File: config.mk
export PLATFORM = sky130hd
export DESIGN_NAME = multicycle_control
export DESIGN_NICKNAME = d
export VERILOG_FILES = /design/src/rtl/multicycle_control.sv
export SDC_FILE = /design/constraint.sdc
export NUM_CORES = 1
export LEC_CHECK = 0
export CORE_MARGIN = 5
export CORE_UTILIZATION = 40
export CTS_BUF_LIST = sky130_fd_sc_hd__clkbuf_4 sky130_fd_sc_hd__clkbuf_8
export DETAILED_ROUTE_END_ITERATION = 12
export PLACE_DENSITY = 0.82
export SLEW_MARGIN = 20
export SYNTH_ARGS = -nofsm -noshare
export SYNTH_HDL_FRONTEND = slang
export SYNTH_SLANG_ARGS = --single-unit
export TNS_END_PERCENT = 30
File: constraint.sdc
create_clock -name clk -period 2.2 [get_ports clk]
set_clock_uncertainty 0.1 [all_clocks]
set_input_delay 0.22 -clock clk [delete_from_list [all_inputs] [get_ports clk]]
set_output_delay 0.22 -clock clk [all_outputs]
set_load 0.05 [all_outputs]
File: src/rtl/multicycle_control.sv
//-----------------------------------------------------------------------------
// multicycle_control
//   Moore-style main control FSM for a multicycle MIPS-like datapath. The
//   state register steps through fetch, decode and the per-class execute and
//   write-back states. The datapath controls are decoded combinationally from
//   the current state. A few of them also depend on op, jr or mem_ready.
//
// Ports
//   clk          rising-edge clock
//   rst_n        asynchronous active-low reset; all outputs are 0 while low
//   op[5:0]      opcode field from the instruction register
//   jr           jr_control from the ALU control block
//   mem_ready    memory access completes this cycle
//   PCWrite, PCWriteCond, IorD, MemRead, MemWrite, MemtoReg, IRWrite,
//   ALUOp1, ALUOp0, ALUSrcA, RegWrite, RegDst   single-bit datapath controls
//   PCSource[1:0]  00 ALU, 01 ALUOut, 10 jump target, 11 register (jr)
//   ALUSrcB[1:0]   00 reg, 01 constant 4, 10 sign-ext imm, 11 shifted imm
//   state_out[3:0] current state encoding
//   illegal_op     unsupported opcode seen in DECODE
//-----------------------------------------------------------------------------
`timescale 1ns/1ps
module multicycle_control #(
  parameter logic [5:0] OP_RTYPE = 6'b000000,
  parameter logic [5:0] OP_LW    = 6'b100011,
  parameter logic [5:0] OP_SW    = 6'b101011,
  parameter logic [5:0] OP_BEQ   = 6'b000100,
  parameter logic [5:0] OP_ADDI  = 6'b001000,
  parameter logic [5:0] OP_SLTI  = 6'b001010,
  parameter logic [5:0] OP_J     = 6'b000010
) (
  input  logic       clk,
  input  logic       rst_n,
  input  logic [5:0] op,
  input  logic       jr,
  input  logic       mem_ready,
  output logic       PCWrite,
  output logic       PCWriteCond,
  output logic       IorD,
  output logic       MemRead,
  output logic       MemWrite,
  output logic       MemtoReg,
  output logic       IRWrite,
  output logic       ALUOp1,
  output logic       ALUOp0,
  output logic       ALUSrcA,
  output logic       RegWrite,
  output logic       RegDst,
  output logic [1:0] PCSource,
  output logic [1:0] ALUSrcB,
  output logic [3:0] state_out,
  output logic       illegal_op
);

  typedef enum logic [3:0] {
    S_FETCH   = 4'd0,
    S_DECODE  = 4'd1,
    S_MEMADR  = 4'd2,
    S_MEMRD   = 4'd3,
    S_MEMWB   = 4'd4,
    S_MEMWR   = 4'd5,
    S_EXECUTE = 4'd6,
    S_ALUWB   = 4'd7,
    S_BRANCH  = 4'd8,
    S_IMMEX   = 4'd9,
    S_IMMWB   = 4'd10,
    S_JUMP    = 4'd11
  } state_t;

  typedef struct packed {
    logic       pc_write;
    logic       pc_write_cond;
    logic       i_or_d;
    logic       mem_read;
    logic       mem_write;
    logic       mem_to_reg;
    logic       ir_write;
    logic [1:0] alu_op;
    logic       alu_src_a;
    logic       reg_write;
    logic       reg_dst;
    logic [1:0] pc_source;
    logic [1:0] alu_src_b;
    logic       illegal_op;
  } ctrl_t;

  state_t r_state;
  state_t w_next;
  ctrl_t  w_ctrl;
  ctrl_t  w_ctrl_out;

  // State register
  always_ff @(posedge clk or negedge rst_n) begin
    // NOTE: sequential state uses non-blocking assignment so every flop samples pre-edge values.
    if (!rst_n) r_state <= S_FETCH;
    else        r_state <= w_next;
  end

  // Next-state and output decode
  always_comb begin
    // NOTE: every signal gets a default here first, so no path leaves one unassigned and no latch is inferred.
    w_next = S_FETCH;
    w_ctrl = '0;

    case (r_state)
      S_FETCH: begin
        w_ctrl.mem_read  = 1'b1;
        w_ctrl.alu_src_b = 2'b01;
        // The PC increment and IR load happen only when the fetch returns data.
        w_ctrl.ir_write  = mem_ready;
        w_ctrl.pc_write  = mem_ready;
        w_next           = mem_ready ? S_DECODE : S_FETCH;
      end

      S_DECODE: begin
        w_ctrl.alu_src_b = 2'b11;
        if (op == OP_LW || op == OP_SW)         w_next = S_MEMADR;
        else if (op == OP_RTYPE)                w_next = S_EXECUTE;
        else if (op == OP_BEQ)                  w_next = S_BRANCH;
        else if (op == OP_ADDI || op == OP_SLTI) w_next = S_IMMEX;
        else if (op == OP_J)                    w_next = S_JUMP;
        else begin
          w_ctrl.illegal_op = 1'b1;
          w_next            = S_FETCH;
        end
      end

      S_MEMADR: begin
        w_ctrl.alu_src_a = 1'b1;
        w_ctrl.alu_src_b = 2'b10;
        if (op == OP_LW)      w_next = S_MEMRD;
        else if (op == OP_SW) w_next = S_MEMWR;
        else                  w_next = S_FETCH;
      end

      S_MEMRD: begin
        w_ctrl.mem_read = 1'b1;
        w_ctrl.i_or_d   = 1'b1;
        w_next          = mem_ready ? S_MEMWB : S_MEMRD;
      end

      S_MEMWB: begin
        w_ctrl.reg_write  = 1'b1;
        w_ctrl.mem_to_reg = 1'b1;
        w_next            = S_FETCH;
      end

      S_MEMWR: begin
        w_ctrl.mem_write = 1'b1;
        w_ctrl.i_or_d    = 1'b1;
        w_next           = mem_ready ? S_FETCH : S_MEMWR;
      end

      S_EXECUTE: begin
        w_ctrl.alu_src_a = 1'b1;
        w_ctrl.alu_op    = 2'b10;
        // jr completes here by loading the PC from the register operand.
        if (jr) begin
          w_ctrl.pc_write  = 1'b1;
          w_ctrl.pc_source = 2'b11;
          w_next           = S_FETCH;
        end else begin
          w_next = S_ALUWB;
        end
      end

      S_ALUWB: begin
        w_ctrl.reg_write = 1'b1;
        w_ctrl.reg_dst   = 1'b1;
        w_next           = S_FETCH;
      end

      S_BRANCH: begin
        w_ctrl.alu_src_a     = 1'b1;
        w_ctrl.alu_op        = 2'b01;
        w_ctrl.pc_write_cond = 1'b1;
        w_ctrl.pc_source     = 2'b01;
        w_next               = S_FETCH;
      end

      S_IMMEX: begin
        w_ctrl.alu_src_a = 1'b1;
        w_ctrl.alu_src_b = 2'b10;
        w_ctrl.alu_op    = (op == OP_SLTI) ? 2'b11 : 2'b00;
        w_next           = S_IMMWB;
      end

      S_IMMWB: begin
        w_ctrl.reg_write = 1'b1;
        w_next           = S_FETCH;
      end

      S_JUMP: begin
        w_ctrl.pc_write  = 1'b1;
        w_ctrl.pc_source = 2'b10;
        w_next           = S_FETCH;
      end

      // Encodings 12-15 are unreachable; recover to FETCH with outputs idle.
      default: begin
        w_next = S_FETCH;
        w_ctrl = '0;
      end
    endcase
  end

  // The state register already holds FETCH during reset. The outputs are
  // gated as well, because FETCH would otherwise drive MemRead.
  assign w_ctrl_out = rst_n ? w_ctrl : '0;

  assign PCWrite     = w_ctrl_out.pc_write;
  assign PCWriteCond = w_ctrl_out.pc_write_cond;
  assign IorD        = w_ctrl_out.i_or_d;
  assign MemRead     = w_ctrl_out.mem_read;
  assign MemWrite    = w_ctrl_out.mem_write;
  assign MemtoReg    = w_ctrl_out.mem_to_reg;
  assign IRWrite     = w_ctrl_out.ir_write;
  assign ALUOp1      = w_ctrl_out.alu_op[1];
  assign ALUOp0      = w_ctrl_out.alu_op[0];
  assign ALUSrcA     = w_ctrl_out.alu_src_a;
  assign RegWrite    = w_ctrl_out.reg_write;
  assign RegDst      = w_ctrl_out.reg_dst;
  assign PCSource    = w_ctrl_out.pc_source;
  assign ALUSrcB     = w_ctrl_out.alu_src_b;
  assign illegal_op  = w_ctrl_out.illegal_op;
  assign state_out   = rst_n ? r_state : S_FETCH;

endmodule

==> summary.md, run 1 <==
| Metric | Value |
|---|---|
| Status | aborted with a tool error |
| Fail Step | 3_5_place_dp |
| Error | [ERROR DPL-0033] detailed placement checks failed during check placement. |
| Synthesized area per cell | around 6.7 µm² |
| Synth Area in Adders | 0% |
| Ys Warns | 0 |
| Synth Area in XOR/XNOR | under 10% |
| GP Congestion | 0.936 |
| IO Pins | 31 |
| Mux share of post-synthesis cell area | 0% |
| Top FF cell, synth | dfrtp_1 |
| Seq/Total Area, Yosys | between 15 and 20% |
| Chip width | slightly below 50 µm |
| Synth top area cells | dfrtp_1, nor2_1, nor2b_1 |
| I/O Buffers | 30 |
| Ys async rst share | between 90% and 100% |
| Post-synth top area cell | dfrtp_1 |
| FF+latch count, synth | 4 |
| Gate Count Post-Synth | just under 90 |
| Mapped Area | 581 µm² |
| Synth Area in Compound Gates | 18.1% |
| Largest family of logic cells by synthesized area | simple AND/OR/NAND/NOR gates |
| Die H | ~48 µm |
| Rows | 13 |
| Synth top area share | 17.2% |
| Post-synth EDFFs | 0 |
| DP HPWL | 1850 µm |
| Synth Area in Simple Gates | 56.0% |
| Initial Utilization | between 40% and 50% |
| Synth unique cells | 37 |
| Post-Synthesis Net Count | a little under 100 |
synth_stat cells, drive strengths merged, types with 2 or more instances:
library cell / count
nand2b: 3
nor3b: 2
nand2: 5
or3: 2
and3: 5
o31a: 2
o22ai: 2
clkbuf: 3
nor2: 12
o21ai: 3
inv: 3
dfrtp: 4
nand3: 6
nor2b: 6
and2: 4
nor3: 5
or4: 3
buf: 2
cells by family after synthesis:
kind of cell              after synthesis
and+or+nand+nor                        58
AOI/OAI and AO/OA                      15
buffers and inverters                   8
DFF                                     4
xor gates and xnor gates                2
metrics by stage:
stage                   area (µm²)  hold WS [ns]  instances  setup TNS (ns)
after global placement        1170         0.539        138          -0.211
after floorplan                592        -0.176         87          -0.526
==> run 2, diff against run 1 <==
CORE_AREA = 5 5 66 68   (was unset)
CORE_MARGIN = unset   (was 5)
CORE_UTILIZATION = unset   (was 40)
CTS_BUF_LIST = unset   (was sky130_fd_sc_hd__clkbuf_4 sky130_fd_sc_hd__clkbuf_8)
DIE_AREA = 0 0 71 73   (was unset)
PLACE_DENSITY = unset   (was 0.82)
PLACE_DENSITY_LB_ADDON = 0.15   (was unset)
==> run 2 against run 1 <==
Compared with the run above: area after synthesis stayed put; the run now ends clean; synthesized cell count stayed put.
==> summary.md, run 2 <==
| Metric | Value |
|---|---|
| # fillers | between 400 and 500 |
| Layout cells sized above 1 | 37.7% |
| Worst reg-to-reg path cell count | 4 |
| Antenna cells | 0 |
| Final hold vios | 0 |
| Seq/Total Area, Yosys | between 10% and 20% |
| CTS tree | yes |
| Pwr Density | 378 mW/mm² |
| Nets | approximately 140 |
| Die Area | just over 0.005 mm² |
| Setup repair bufs after CTS | 0 |
| Crit path capture type | primary output |
| DR DRC count | 0 |
| Final cell utilization of the core | a little over a third |
| Reg with most FFs | r_state |
| Rows | 23 |
| Clock Root Buffer | clkbuf_8 |
| Final worst slack | between 0.08 and 0.09 ns |
| Initial Utilization | between 15 and 20% |
| Arr. time, crit path | around 1.8 ns |
| CP required | ~1.9 ns |
| P_leak | roughly 0.00057 µW |
| Final wirelength | between 2000 and 2500 µm |
| Number of global-route vias before repair | 851 |
| Final total negative setup slack | 0 ns |
| Fmax achieved | 474 MHz |
| Mapped Area | roughly 580 µm² |
| Most frequent cells in the layout | buf_12, buf_4, nor2_1, nand3_1, nor2b_1 |
| CP Class | input port to primary output |
| Critical R2R Launch | r_state[1]$_DFF_PN0_ |
| HP Class | input port to flop |
| Critical-path top delay cell | or4_2 |
| CTS Sinks | 4 |
| Top Registers | r_state: 4 flops |
| Worst IR Drop VDD | between 0.2 and 0.25 mV |
| Post-synth top area cell | dfrtp_1 |
| Via count | about 800 |
| Number of flip-flops in the largest register | 4 |
| R2r setup slk | about 0.56 ns |
| Synthesized area per cell | 6.67 µm² |
| Antenna violations before repair | 0 |
| Core Box Area | between 0.003 and 0.004 mm² |
| CTS buffer count | 3 |
| Largest net degree at the start of global routing | 11 |
| GP Congestion | about 0.77 |
| Status | finished clean |
| Final setup vio count | 0 |
| IO Pins | 31 |
| Chip width | 71 µm |
| First DRT Iteration DRCs | 11 |
| Most common cell after layout, fill and taps aside | buf_12 |
| Detail Route Antenna Nets | 0 |
| Deepest clock path buffer count | 2 |
| Critical Path Start | op[3] |
| Area delta synth->final | 128% |
| Slew Limit Fails | 0 |
| Slew margin rel. | about three quarters |
| Top FF cell, synth | dfrtp_1 |
| Cts hold-fix bufs | 0 |
| Crit path to | illegal_op |
| Vias/cell | roughly 4.4 |
| Part of the cycle the worst path needs | a little over nine tenths |
| Cell with the most instances after synthesis | nor2_1 |
| Grt total ovfl | 0 |
| Wirelength per Cell | around 13 µm |
| Clock-pin transition on the worst setup and hold timing paths | approximately 0.030 ns |
| Pre-CTS setup slack | -0.0827 ns |
| Worst-Margin Slew | just under 0.4 ns |
| Worst-skew pair later-pin latency | 0.22 ns |
| Gate Count Post-Synth | between 80 and 90 |
| Setup repair after global routing missed its margin | no |
| First-pass GRT wire length | roughly 3900 µm |
| Synth top area share | around 17% |
| Crit Path Max Fanout | 2 |
| Type of origin of the critical path | input port |
| H-tree Lvls | 1 |
| Synth top area cells | dfrtp_1, nor2_1, nor2b_1 |
| Ys async rst share | 100% |
| CP cell instances | clkdlybuf4s50_1 > nor2_1 > xor2_1 > or4_2 > nor3b_2 > buf_6 |
| GRT Total Usage | 9.28% |
| DRT Pass-1 Iters | 4 |
| Die H | roughly 73 µm |
| I/O Buffers | 30 |
| Max cap viols | 0 |
| Post-Synthesis Net Count | 97 |
| Ys Warns | 0 |
| Fin crit period | ~2.1 ns |
| CP max stage delay | between 0.5 and 0.6 ns |
| FF+latch count, synth | 4 |
| Critical R2R Capture | r_state[0]$_DFF_PN0_ |
| Synth unique cells | 37 |
| Post-synth EDFFs | 0 |
| DP HPWL | between 1500 and 2000 µm |
| Synth cell count leaders | nor2_1, nand3_1, nor2b_1 |
==> run 2: worst max-delay path: cells and delay by family <==
kind                   cells  cell delay (ns)
buffers and inverters      2             0.64
XOR/XNOR                   1             0.13
AND/OR/NAND/NOR            3             0.79
==> run 2: layer usage <==
| layer | global-route usage (%) | share of wire [%] |
|---|---|---|
| met1 | 11.3 | 44 |
| met2 | 15.7 | 49 |
| met3 | 2.34 | 6.2 |
| met4 | 3.76 | 1.1 |
| met5 | 0 | 0 |
==> run 2: logic make-up after synthesis <==
| logic type | synth area share (%) |
|---|---|
| compound gates | 18.1 |
| xor+xnor | 3.02 |
| buf+inv | 5.60 |
| flops | 17.2 |
| simple gates | 56.0 |
==> run 2: layout make-up <==
| cell class | count | area, µm² | share of cell area (%) |
|---|---|---|---|
| tap | 50 | 62.6 | 4.73 |
| multi-input combinational | 75 | 483 | 36.5 |
| clock buffer | 3 | 41.3 | 3.12 |
| inverter | 3 | 11.3 | 0.851 |
| timing repair buffer | 45 | 624 | 47.2 |
| sequential | 4 | 100 | 7.57 |
==> run 2: worst min path at each step <==
stage | cells past startpoint | endpoint | startpoint
4_1_cts | 2 | r_state[1]$_DFF_PN0_ | rst_n
3_5_place_dp | 3 | r_state[3]$_DFF_PN0_ | r_state[2]$_DFF_PN0_
6_report | 4 | r_state[3]$_DFF_PN0_ | op[0]
3_3_place_gp | 3 | r_state[3]$_DFF_PN0_ | r_state[2]$_DFF_PN0_
2_1_floorplan | 0 | r_state[0]$_DFF_PN0_ | rst_n
5_1_grt | 4 | r_state[3]$_DFF_PN0_ | op[5]
==> run 2: per-stage QoR <==
step	power, µW	cell area, µm²	std cells	hold WS [ns]
2_1_floorplan	209	592	87	-0.176
3_3_place_gp	343	1240	177	0.623
3_5_place_dp	342	1240	177	0.615
4_1_cts	504	1300	180	0.431
5_1_grt	530	1320	180	0.424
6_report	500	1320	180	0.395
==> run 2: timing repair <==
item                                    4_1_cts  5_1_grt
resized for setup                             4        6
pin swaps                                     1        3
endpoints found under the setup margin        3        2
==> run 2: power by group <==
group | total, µW | leakage [µW] | switching, µW | internal [µW]
registers | 86.0 | 0.0000542 | 7.35 | 78.6
logic | 257 | 0.000499 | 140 | 118
clock network | 157 | 0.0000216 | 40.4 | 117
No activity file was read; power rests on OpenSTA's default activity.
==> run 3, diff against run 2 <==
CELL_PAD_IN_SITES_DETAIL_PLACEMENT = 2   (was unset)
CELL_PAD_IN_SITES_GLOBAL_PLACEMENT = 2   (was unset)
SLEW_MARGIN = 40   (was 20)
==> run 3 against run 2 <==
Compared with the run above: cell count increased by 0.56%; global-route usage up 2.4 points; design area fell by 0.85%; hold slack worse by 0.052 ns; die area stayed put; sequential cell count unchanged; power rose by 0.47%; clock-buffer cell count unchanged; worst setup slack got worse by 0.026 ns; critical path type unchanged; largest cell class unchanged; largest power group unchanged.
==> summary.md, run 3 (synthesis gave the netlist of run 2 again) <==
| Metric | Value |
|---|---|
| Status | finished clean |
| Cts hold-fix bufs | 0 |
| CTS tree | yes |
| R2r setup slk | between 0.4 and 0.5 ns |
| Fin crit period | between 2 and 2.5 ns |
| CP Class | input port to primary output |
| Overall Power | slightly above 500 µW |
| DR DRC count | 0 |
| Slew Limit Fails | 0 |
| Vias/cell | about 4.7 |
| Clock-pin transition on the worst setup and hold timing paths | 0.03 ns |
| Number of flip-flops in the largest register | 4 |
| DP HPWL | around 2400 µm |
| Largest net degree at the start of global routing | 12 |
| Worst-Margin Slew | 0.393 ns |
| Type of origin of the critical path | input port |
| Worst IR Drop VDD | about 0.13 mV |
| Max cap viols | 0 |
| Pwr Density | approximately 380 mW/mm² |
| Final hold vios | 0 |
| Most frequent cells in the layout | buf_12, buf_4, nor2_1, nand3_1, nor2b_1 |
| Layout cells sized above 1 | between 30% and 40% |
| First-pass GRT wire length | roughly 4800 µm |
| Reg with most FFs | r_state |
| Antenna violations before repair | 0 |
| Worst-skew pair later-pin latency | about 0.22 ns |
| DRT Pass-1 Iters | 4 |
| First DRT Iteration DRCs | 23 |
| Clock Root Buffer | clkbuf_8 |
| Initial Utilization | 15.3% |
| Antenna cells | 0 |
| Grt total ovfl | 0 |
| IO Pins | 31 |
| Arr. time, crit path | 1.82 ns |
| Slew margin rel. | between 70% and 80% |
| Top Registers | r_state: 4 flops |
| Nets | about 140 |
| Setup repair after global routing missed its margin | no |
| Core Box Area | about 0.0038 mm² |
| I/O Buffers | 30 |
| Register area | between 100 and 150 µm² |
| Detail Route Antenna Nets | 0 |
| Crit path capture type | primary output |
| Final setup vio count | 0 |
| Via count | roughly 840 |
| Final wirelength | 2840 µm |
| Number of global-route vias before repair | 959 |
| CP required | approximately 1.9 ns |
| Area occupied by multi-input gates | between 400 and 500 µm² |
| Fmax achieved | 468 MHz |
| Rows | 23 |
| CTS buffer count | 3 |
| H-tree Lvls | 1 |
| Most common cell after layout, fill and taps aside | buf_12 |
| CTS Sinks | 4 |
| Area delta synth->final | 126% |
| # fillers | 432 |
| GP Congestion | between 0.7 and 0.8 |
| Die Area | 0.00518 mm² |
| Deepest clock path buffer count | 2 |
| Crit Path Max Fanout | 4 |
| Die H | between 70 and 80 µm |
| Part of the cycle the worst path needs | a little over nine tenths |
| Wirelength per Cell | between 15 and 20 µm |
| HP Class | input port to asynchronous set/reset pin |
| Final total negative setup slack | 0 ns |
| GRT Total Usage | 11.7% |
| Chip width | a little over 70 µm |
| P_leak | about 0.00054 µW |
run 3: cell types whose count changed in the layout (fill, tap and decap cells not counted):
cell | previous run | this run
dlymetal6s2s_1 | 4 | 0
buf_4 | 15 | 17
buf_6 | 1 | 0
dlygate4sd2_1 | 0 | 4
run 3: final cells by class:
class	instances	area share, %
clock buffers	3	3.15
well taps	50	4.77
multi-input cells	75	36.8
repair buffers	46	46.8
flip-flops and latches	4	7.63
inverters	3	0.859
run 3: final timing paths:
kind / start / endpoint / cells after the start
max reg2reg: r_state[1]$_DFF_PN0_ / r_state[2]$_DFF_PN0_ / 4
min: rst_n / r_state[0]$_DFF_PN0_ / 2
max: op[5] / illegal_op / 6
min reg2reg: r_state[2]$_DFF_PN0_ / r_state[3]$_DFF_PN0_ / 3
max in group asynchronous: rst_n / r_state[3]$_DFF_PN0_ / 2
min in group clk: op[5] / r_state[3]$_DFF_PN0_ / 3
run 3: metrics by stage:
step / setup slack [ns] / utilization, % / hold WS (ns) / std cells / cell area [µm²]
3_5_place_dp: -0.133 / 32.5 / 0.594 / 176 / 1240
4_1_cts: 0.0619 / 34.4 / 0.365 / 181 / 1310
2_1_floorplan: -0.203 / - / -0.176 / 87 / 592
3_3_place_gp: -0.113 / 32.5 / 0.587 / 176 / 1240
5_1_grt: 0.00000133 / 34.5 / 0.386 / 181 / 1310
6_report: 0.0635 / 34.5 / 0.344 / 181 / 1310
run 3: where the power goes:
group	internal (µW)	switching [µW]
Combinational	114	144
Sequential	78.6	7.93
Clock	117	40.7
run 3: layer usage:
| layer | vias up | GRT usage (%) | wire, µm |
|---|---|---|---|
| li1 | 404 | - | - |
| met1 | 406 | 12.3 | 1100 |
| met2 | 28 | 22.6 | 1540 |
| met3 | 5 | 2.20 | 149 |
| met4 | 0 | 5.22 | 51 |
| met5 | - | 0 | 0 |
run 3: critical path, stage by stage:
cell and delay [ns]:
dlygate4sd2_1 0.26, or4_4 0.54, or3_4 0.40, nand4b_1 0.12, nor3b_1 0.06, buf_4 0.20
run 3: what timing repair did:
item / in CTS / in global routing
buffers inserted: 2 / 0
gates resized for setup: 8 / 1
pin swaps: 2 / 0
endpoints found under the setup margin: 3 / 1
==> run 4, diff against run 3 <==
CORE_AREA = 2 2 63 65   (was 5 5 66 68)
DIE_AREA = 0 0 65 67   (was 0 0 71 73)
==> run 4 against run 3 <==
Compared with the run above: combinational power rose by 2%; maximum frequency grew 2.3%; critical endpoint unchanged; worst setup slack better by 0.048 ns; power down 0.48%; die area is 16% lower; register-to-register slack is essentially flat; global-route usage is 1.8 points higher; hold slack improved by 0.037 ns; sequential cell count did not move; cell count fell by 1.1%; highest routed layer unchanged.
==> summary.md, run 4 (synthesis gave the netlist of run 2 again) <==
| Metric | Value |
|---|---|
| Status | finished clean |
| Grt total ovfl | 0 |
| Number of global-route vias before repair | just over 900 |
| GP Congestion | roughly 0.74 |
| Sw Pwr | 186 µW |
| Antenna cells | 0 |
| GRT Total Usage | between 10% and 20% |
| Clock Root Buffer | clkbuf_8 |
| CTS tree | yes |
| H-tree Lvls | 1 |
| Register share of total power | 16.7% |
| Wire length on met3 | 97 µm |
| Deepest clock path buffer count | 2 |
| Critical R2R Launch | r_state[0]$_DFF_PN0_ |
| R2r setup slk | about 0.48 ns |
| Crit path capture type | primary output |
| Setup repair after global routing missed its margin | no |
| Clock-pin transition on the worst setup and hold timing paths | approximately 0.030 ns |
| Finished Layout Cells | ~180 |
| Highest Signal Layer | met4 |
| HP Class | input port to asynchronous set/reset pin |
| Worst-skew pair later-pin latency | 0.21 ns |
| Worst IR Drop VDD | 0.209 mV |
| Placed cell count | between 150 and 200 |
| Detail Route Antenna Nets | 0 |
| Worst-Margin Slew | 0.384 ns |
| DR DRC count | 0 |
| Fin crit period | 2.09 ns |
| Final setup vio count | 0 |
| CTS buffer count | 3 |
| Layout cells sized above 1 | a little under two fifths |
| Die H | around 67 µm |
| Part of the cycle the worst path needs | 94.9% |
| Wirelength per Cell | 15.1 µm |
| Final total negative setup slack | 0 ns |
| Final instance area | 0.00132 mm² |
| Pwr Density | roughly 380 mW/mm² |
| Initial Utilization | about 16% |
| IO Pins | 31 |
| Cts hold-fix bufs | 0 |
| CTS Sinks | 4 |
| Top Registers | r_state: 4 flops |
| Final worst slack | ~0.11 ns |
| Comb power frac | 52.9% |
| CP required | between 1.5 and 2 ns |
| Final hold vios | 0 |
| Type of origin of the critical path | input port |
| Met2 wire len | roughly 1400 µm |
| Antenna violations before repair | 0 |
| Sw Share | 37.1% |
| Largest net degree at the start of global routing | 16 |
| Chip width | 65 µm |
| Fmax achieved | ~480 MHz |
| Pre-CTS setup slack | -0.118 ns |
| Worst reg-to-reg path cell count | 5 |
| Critical R2R Capture | r_state[0]$_DFF_PN0_ |
| Most frequent cells in the layout | buf_12, buf_4, nor2_1, nand3_1, nor2b_1 |
| CP Class | input port to primary output |
| Clock group share of total power | 30.4% |
| Rows | 22 |
| First-pass GRT wire length | 4580 µm |
| Most common cell after layout, fill and taps aside | buf_12 |
| DRT Pass-1 Iters | 4 |
| Post-placement cell area | about 0.0012 mm² |
| Overall Power | around 500 µW |
| Number of flip-flops in the largest register | 4 |
| I/O Buffers | 30 |
| Vias/cell | around 4.6 |
| Cell-internal power | 315 µW |
| Area delta synth->final | 127% |
| M1 wire length | between 1000 and 1500 µm |
| First DRT Iteration DRCs | 10 |
| Slew margin rel. | roughly 74% |
| Via count | roughly 800 |
| Slew Limit Fails | 0 |
| Reg with most FFs | r_state |
| DP HPWL | about 2300 µm |
| Core Box Area | 0.00361 mm² |
| Nets | approximately 140 |
| P_leak | 0.000570 µW |
| Die Area | 0.00436 mm² |
| Max cap viols | 0 |
| Final wirelength | between 2000 and 3000 µm |
| Crit Path Max Fanout | 4 |
| Arr. time, crit path | between 1.5 and 2 ns |
run 4: cell types whose count changed in the layout (fill, tap and decap cells not counted):
cell,previous run,this run
nor3b_1,1,2
or4_4,1,2
dlymetal6s2s_1,0,3
or4_2,1,0
dlygate4sd2_1,4,1
nor3b_2,1,0
run 4: final cells by class:
cell class,instances,area [µm²]
Fill cell,403,2290
Sequential cell,4,100
Tap cell,48,60.1
Inverter,3,11.3
Multi-Input combinational cell,75,480
Timing Repair Buffer,46,624
Clock buffer,3,41.3
run 4: worst max-delay path by stage:
stage	startpoint	slack, ns	endpoint
after CTS	op[5]	-0.09	illegal_op
after floorplan	r_state[2]$_DFF_PN0_	-0.20	illegal_op
final	op[0]	0.11	illegal_op
after global routing	r_state[0]$_DFF_PN0_	0.03	MemtoReg
after global placement	op[5]	-0.07	ALUOp0
after detailed placement	op[0]	-0.12	ALUOp0
run 4: worst max-delay path: stages:
cell and delay [ns]:
dlygate4sd2_1 0.28, or4_4 0.51, or3_4 0.35, nand4b_1 0.13
nor3b_1 0.07, buf_4 0.20
run 4: power groups by stage:
stage                     Sequential [µW]  Combinational [µW]  Clock (µW)
after CTS                            83.8                 268         155
final                                83.7                 265         152
after global routing                 84.4                 284         159
after floorplan                      81.7                 128           0
after global placement               84.1                 260           0
after detailed placement             84.6                 263           0
run 4: timing repair:
action / CTS / global route
resized for setup: 5 / 4
buffers inserted: 1 / 0
endpoints found under the setup margin: 3 / 3
pin swaps: 0 / 1
run 4: metal layers:
metal  vias up  track usage (%)
met5         -                0
li1        407                -
met2        28             26.2
met4         0             3.19
met3         4             1.35
met1       383             15.8
run 4: through the flow:
| stage | hold WS [ns] | util, % |
|---|---|---|
| 6_report | 0.381 | 36.5 |
| 5_1_grt | 0.429 | 36.5 |
| 4_1_cts | 0.401 | 36.3 |
| 3_5_place_dp | 0.573 | 34.4 |
| 3_3_place_gp | 0.556 | 34.4 |
| 2_1_floorplan | -0.176 | - |
